[src/rtl/regs_if.sv]
// Register-file bus: decode read ports, execute write port, debug read port and
// the committed-write counter, grouped so the file is one connection.
interface regs_if;
  localparam int unsigned AW = 5;
  localparam int unsigned DW = 32;

  logic [AW-1:0] reg1_raddr_i;
  logic [AW-1:0] reg2_raddr_i;
  logic [DW-1:0] reg1_rdata_o;
  logic [DW-1:0] reg2_rdata_o;
  logic [AW-1:0] reg_waddr_i;
  logic [DW-1:0] reg_wdata_i;
  logic          reg_wen_i;
  logic [AW-1:0] dbg_raddr_i;
  logic [DW-1:0] dbg_rdata_o;
  logic [DW-1:0] wr_cnt_o;

  // Register file side
  modport slave (
    input  reg1_raddr_i, reg2_raddr_i, reg_waddr_i, reg_wdata_i, reg_wen_i,
           dbg_raddr_i,
    output reg1_rdata_o, reg2_rdata_o, dbg_rdata_o, wr_cnt_o
  );

  // Pipeline / debugger side
  modport master (
    output reg1_raddr_i, reg2_raddr_i, reg_waddr_i, reg_wdata_i, reg_wen_i,
           dbg_raddr_i,
    input  reg1_rdata_o, reg2_rdata_o, dbg_rdata_o, wr_cnt_o
  );
endinterface

[src/rtl/regs.sv]
// regs: 31 x 32-bit integer register file (x0 hardwired to zero), two
// combinational read ports, one write port, a non-forwarding debug read port
// and a committed-write counter.
// Optional feature: define REGS_BYPASS_EN to forward the in-flight write data
// to read ports 1 and 2 when their address matches the write address.
module regs (
  input  logic         clk,
  input  logic         rst,
  regs_if.slave        bus
);
  localparam int unsigned AW = 5;
  localparam int unsigned DW = 32;
  localparam int unsigned NREG = 32;

  logic [DW-1:0] r_mem [1:NREG-1];
  logic [DW-1:0] r_wr_cnt;
  logic          w_commit;
  logic [DW-1:0] w_rd1;
  logic [DW-1:0] w_rd2;
  logic [DW-1:0] w_dbg;

  // A write only lands outside reset and never on x0
  assign w_commit = bus.reg_wen_i & ~rst & (bus.reg_waddr_i != AW'(0));

  // Array lookup with x0 reading as zero
  function automatic logic [DW-1:0] arr_read(input logic [AW-1:0] addr);
    if (addr == AW'(0)) return DW'(0);
    return r_mem[addr];
  endfunction

  // Storage: clear every register on reset, otherwise commit the write
  always_ff @(posedge clk) begin
    if (rst) begin
      for (int i = 1; i < NREG; i++) r_mem[i] <= DW'(0);
    end else if (w_commit) begin
      r_mem[bus.reg_waddr_i] <= bus.reg_wdata_i;
    end
  end

  // Committed-write counter, wraps naturally
  always_ff @(posedge clk) begin
    if (rst) r_wr_cnt <= DW'(0);
    else if (w_commit) r_wr_cnt <= r_wr_cnt + DW'(1);
  end

  // Read ports; the optional bypass picks up the write in flight
  always_comb begin
    w_rd1 = arr_read(bus.reg1_raddr_i);
    w_rd2 = arr_read(bus.reg2_raddr_i);
    w_dbg = arr_read(bus.dbg_raddr_i);
`ifdef REGS_BYPASS_EN
    if (w_commit && (bus.reg_waddr_i == bus.reg1_raddr_i)) w_rd1 = bus.reg_wdata_i;
    if (w_commit && (bus.reg_waddr_i == bus.reg2_raddr_i)) w_rd2 = bus.reg_wdata_i;
`endif
  end

  assign bus.reg1_rdata_o = w_rd1;
  assign bus.reg2_rdata_o = w_rd2;
  assign bus.dbg_rdata_o  = w_dbg;
  assign bus.wr_cnt_o     = r_wr_cnt;
endmodule

[src/flat_wrapper.sv]
// flat-port wrapper written by rule: the top's interface ports become plain ports
module regs_flat 
  (clk, rst, bus_reg1_raddr_i, bus_reg2_raddr_i, bus_reg_waddr_i, bus_reg_wdata_i, bus_reg_wen_i, bus_dbg_raddr_i, bus_reg1_rdata_o, bus_reg2_rdata_o, bus_dbg_rdata_o, bus_wr_cnt_o);
  regs_if bus_i ();
  input  logic clk;
  input  logic rst;
  input wire logic [$bits(bus_i.reg1_raddr_i)-1:0] bus_reg1_raddr_i;
  input wire logic [$bits(bus_i.reg2_raddr_i)-1:0] bus_reg2_raddr_i;
  input wire logic [$bits(bus_i.reg_waddr_i)-1:0] bus_reg_waddr_i;
  input wire logic [$bits(bus_i.reg_wdata_i)-1:0] bus_reg_wdata_i;
  input wire logic [$bits(bus_i.reg_wen_i)-1:0] bus_reg_wen_i;
  input wire logic [$bits(bus_i.dbg_raddr_i)-1:0] bus_dbg_raddr_i;
  output wire logic [$bits(bus_i.reg1_rdata_o)-1:0] bus_reg1_rdata_o;
  output wire logic [$bits(bus_i.reg2_rdata_o)-1:0] bus_reg2_rdata_o;
  output wire logic [$bits(bus_i.dbg_rdata_o)-1:0] bus_dbg_rdata_o;
  output wire logic [$bits(bus_i.wr_cnt_o)-1:0] bus_wr_cnt_o;
  assign bus_i.reg1_raddr_i = bus_reg1_raddr_i;
  assign bus_i.reg2_raddr_i = bus_reg2_raddr_i;
  assign bus_i.reg_waddr_i = bus_reg_waddr_i;
  assign bus_i.reg_wdata_i = bus_reg_wdata_i;
  assign bus_i.reg_wen_i = bus_reg_wen_i;
  assign bus_i.dbg_raddr_i = bus_dbg_raddr_i;
  assign bus_reg1_rdata_o = bus_i.reg1_rdata_o;
  assign bus_reg2_rdata_o = bus_i.reg2_rdata_o;
  assign bus_dbg_rdata_o = bus_i.dbg_rdata_o;
  assign bus_wr_cnt_o = bus_i.wr_cnt_o;
  regs u_core (.clk(clk), .rst(rst), .bus(bus_i));
endmodule
[config.mk]
export PLATFORM = sky130hd
export DESIGN_NAME = regs_flat
export DESIGN_NICKNAME = d
export VERILOG_FILES = /design/src/rtl/regs_if.sv /design/src/rtl/regs.sv /design/src/flat_wrapper.sv
export SDC_FILE = /design/constraint.sdc
export NUM_CORES = 2
export LEC_CHECK = 0
export ABC_CLOCK_PERIOD_IN_PS = 7900
export CAP_MARGIN = 20
export CORE_MARGIN = 8
export CORE_UTILIZATION = 57
export CTS_CLUSTER_DIAMETER = 150
export CTS_CLUSTER_SIZE = 25
export DETAILED_ROUTE_END_ITERATION = 12
export GPL_ROUTABILITY_DRIVEN = 0
export HOLD_SLACK_MARGIN = 0.12
export PLACE_DENSITY = 0.84
export SLEW_MARGIN = 40
export SYNTH_ARGS = -nofsm -noshare
export SYNTH_HDL_FRONTEND = slang
export SYNTH_SLANG_ARGS = --single-unit
[constraint.sdc]
create_clock -name clk -period 7.9 [get_ports clk]
set_clock_uncertainty 0.1 [all_clocks]
set_input_delay 1.58 -clock clk [delete_from_list [all_inputs] [get_ports clk]]
set_output_delay 1.58 -clock clk [all_outputs]
set_load 0.1 [all_outputs]
# Yosys cells after proc, flatten, opt, wreduce, memory -nomap -nowiden
# Memory sizes are Yosys's and may differ from the RTL's.
# Cells that the tools add are included.
# word_totals
regBits	32
output_inout_bits	128
input_bits	55
ram_bits	992
n_memories	1
elab_cells	28
# memory_table
name	depth	width	read_ports	rd_ports_with_merged_regs	wr	line_no	text
u_core.r_mem	31	32	3	0	31	regs.sv:15	logic [DW-1:0] r_mem [1:NREG-1];
# op_classes
n_addsub	1
bitwise_logic	3
mux	17
reduce_logical	5
# op_table
operator	count
two-way mux 32 bit	7
adder 32 x 1 -> 32 bit, second input constant	1
OR reduction 32 bit	1
zero test 5 bit	3
two-way mux 1 bit	9
two-way mux 5 bit	1
nonzero test 5 bit	1
bitwise AND 1 bit	2
NOT 1 bit	1

# Logic depth before layout (Yosys ltp)
# logic_depth
ltp_word	8
ltp_mapped	8
depth_no_buf	6

# Worst setup path after synthesis
# OpenSTA, ideal clock, no wires.
# synth_path
path_type	input-to-output
startpoint	input port bus_reg2_raddr_i[0]
endpoint	output port bus_reg2_rdata_o[30]
stages	7
slack_ps	1893
arrival_ps	4327
t_required_ps	6220
path_cell_list	buf_2 buf_2 buf_2 buf_2 mux2_2 nand2_1 a31oi_1
# synth_between
elab_chain_cells	3
word_cells_on_any_way	4
cone_classes	mux: 2; reduce/logical: 1; memory: 1
# synth_rtl
item	line_no	text
start, declared	flat_wrapper.sv:8	input wire logic [$bits(bus_i.reg2_raddr_i)-1:0] bus_reg2_raddr_i;
parallel branches: the longest is 2 deep, another holds memory read (31 x 32 bit)	--	
two-way mux 32 bit *	regs.sv:28	return r_mem[addr];
end, declared	flat_wrapper.sv:14	output wire logic [$bits(bus_i.reg2_rdata_o)-1:0] bus_reg2_rdata_o;
# Every way passes the cells marked *.

# Final worst setup path
# layout_path
startpoint	input port bus_reg1_raddr_i[3]
endpoint	output port bus_reg1_rdata_o[14]
# layout_between
elab_chain_cells	3
word_cells_on_any_way	4
cone_classes	mux: 2; reduce/logical: 1; memory: 1
# layout_rtl
item	line_no	text
start, declared	flat_wrapper.sv:7	input wire logic [$bits(bus_i.reg1_raddr_i)-1:0] bus_reg1_raddr_i;
parallel branches: the longest is 2 deep, another holds memory read (31 x 32 bit)	--	
two-way mux 32 bit *	regs.sv:28	
end, declared	flat_wrapper.sv:13	output wire logic [$bits(bus_i.reg1_rdata_o)-1:0] bus_reg1_rdata_o;
# Marks and branches as above.

==> impl_metrics.csv <==
group,metric,value,unit
floorplan,io_pins,183,
global_routing,grt_pass1_vias,44400,
timing,post-route-period-util,84.3,%
finish,drive_above_1_share,33.2,%
synth,ys_types,50,
floorplan,start_util,57.3,%
timing,grt_setup_unrepaired,"no",
clocking,cts_sinks,1056,
timing,maxSlewHeadroom,33.8,%
power,power_density,183,nW/µm²
critical_path,required,6.22,ns
clocking,cts_tree,"built",
synth,synth-main-ff-cell,"edfxtp_1",
synth,synth_top_area_share,47.9,%
power,power,12.5,mW
global_routing,track_usage,34.6,%
clocking,cts.path.max_buffers,3,
global_routing,grt-ovfl-total,0,
synth,syn-cell-area,64200,µm²
synth,ys_ff_latch,1056,
detailed_routing,vias,44600,
timing,setup_viol,0,
clocking,post_cts.repair.setup_buffers,0,
finish,final_util,61.0,%
synth,synth_largest_area_cell,"edfxtp_1",
timing,tightestPinTransition,0.989,ns
global_routing,grt_first_pass_wirelength,307,mm
placed_design,portBuffers,182,
timing,whs,0.418,ns
detailed_routing,wl,217,mm
timing,setup_tns,0,ns
synth,syn_area_per_cell,14.9,µm²
synth,yosysWarnings,0,
critical_path,arrival,4.98,ns
floorplan,core,112000,µm²
min_path,hold_class,"flop to flop",
detailed_routing,drcViolationCount,0,
clocking,cts_hold_buf,0,
timing,max_freq,150,MHz
floorplan,die_y,351,µm
floorplan,rows,123,
synth,yosysSeqAreaShare,48.9,%
critical_path,cp_max_fo,19,
clocking,insertion_delay,0.69,ns
timing,fin_ws,1.24,ns
floorplan,die_area,124000,µm²
detailed_routing,drtPass1Iterations,8,
critical_path,critPathLaunchType,"input pin",
global_routing,grt_max_degree,76,
floorplan,die_w,351,µm
clocking,clockRootBuffer,"clkbuf_16",
synth,synth-async-reset-ratio,0,%
critical_path,criticalPathCategory,"input pin to primary output",
clocking,cts.htree.levels,2,
power,max-vdd-ir-drop,0.000184,V
status,status,"finished clean",
power,p_leak,23.0,nW
critical_path,worstSetupEndpointType,"primary output",
timing,min_period,6.66,ns
global_routing,antenna_found_initial,20,
clocking,post_cts_resized,0,
synth,synth_edf_count,1024,
clocking,clk_pin_slew_worst_paths,0.10,ns
synth,synth_area_leaders,"edfxtp_1, mux4_2, and2_1",
placed_design,pre_cts_ws,1.48,ns
finish,fin_nets,4297,
synth,synthCells,4299,
job,cap_viol_max_count,0,
timing,slew_viol_final,0,
detailed_routing,wl_per_cell,37.6,µm
detailed_routing,vias_per_cell,7.72,
detailed_routing,drt_iter0_markers,8543,
placed_design,place_hpwl,135,mm
finish,area_growth,6.50,%
timing,hold_violations,0,
clocking,cts_buffers,48,
detailed_routing,postRouteAntennaNets,0,
## logic make-up (layout without fill, tap and decap cells)
family / after synthesis / in the layout / synth area share, %
other cells: 1 / 47 / 0.00585
simple gates: 1276 / 1276 / 11.9
flops: 1056 / 1056 / 48.9
compound gates: 398 / 398 / 3.72
xor+xnor: 25 / 25 / 0.341
fa+ha+maj: 1 / 1 / 0.0195
buf+inv: 485 / 417 / 3.33
mux: 1057 / 1057 / 31.8
## synthesized netlist by cell type (32+ instances only)
cell         n
mux4_2     768
a21oi_1    126
nor2_1      91
o21ai_0     78
dfxtp_1     32
a22oi_1     72
mux2_2     168
buf_4       34
a31oi_1     72
edfxtp_1  1024
clkbuf_1   299
mux2i_1    121
nand2_1     85
buf_2      129
or2_2       34
and2_1     996
## registers in the layout, summed over array words and instances, names as in the netlist
| signal | flops |
|---|---|
| u_core.bus.wr_cnt_o | 32 |
| u_core.r_mem | 1024 |
## metal layers
| layer | track usage (%) | part of all wire (%) |
|---|---|---|
| met5 | 0 | 0.044 |
| met4 | 20.5 | 7.9 |
| met3 | 14.5 | 18 |
| met2 | 50.9 | 43 |
| met1 | 42.9 | 31 |
## through the flow
stage / cell area, µm² / std cells
after detailed placement: 66900 / 5688
after floorplan: 64300 / 4330
after global routing: 68300 / 5764
final: 68300 / 5777
after global placement: 67200 / 5685
after CTS: 68200 / 5759
## cell type report
cell class / instances / area, µm²
clock inverter: 3 / 37.5
sequential: 1056 / 31400
multi-input combinational: 2789 / 31000
antenna: 15 / 37.5
fill: 8131 / 43700
inverter: 4 / 15.0
tap: 1500 / 1880
clock buffer: 68 / 1300
timing repair buffer: 342 / 2700
## layout by cell type, fill, tap and decap left out, types with 72 or more instances in the layout
cell / count
buf_4: 232
a21oi_1: 126
mux2_2: 168
buf_2: 75
nand2_1: 85
mux2i_1: 121
edfxtp_1: 1024
and2_1: 996
mux4_2: 768
a22oi_1: 72
## power by group
part,internal [mW],switching (mW)
registers,6.44,0.229
logic,1.04,1.86
clock network,1.16,1.81
## worst max-delay path, cell delays in order
cell and delay, ns:
buf_2 0.58, or2_2 0.68, nor4_4 0.09, buf_4 0.30
a21oi_1 0.14, o21ai_0 0.30, a31oi_1 0.85, buf_4 0.44
## path summary, 6_finish.rpt
check | depth (start not counted) | startpoint | end | slack, ns
max reg2reg | 5 | u_core.bus.wr_cnt_o[3] | u_core.bus.wr_cnt_o[29] | 5.73
min reg2reg | 2 | u_core.bus.wr_cnt_o[21] | u_core.bus.wr_cnt_o[21] | 0.42
min | 2 | u_core.bus.wr_cnt_o[21] | u_core.bus.wr_cnt_o[21] | 0.42
max | 8 | bus_reg1_raddr_i[3] | bus_reg1_rdata_o[14] | 1.24
No activity file was read; power rests on OpenSTA's default activity.
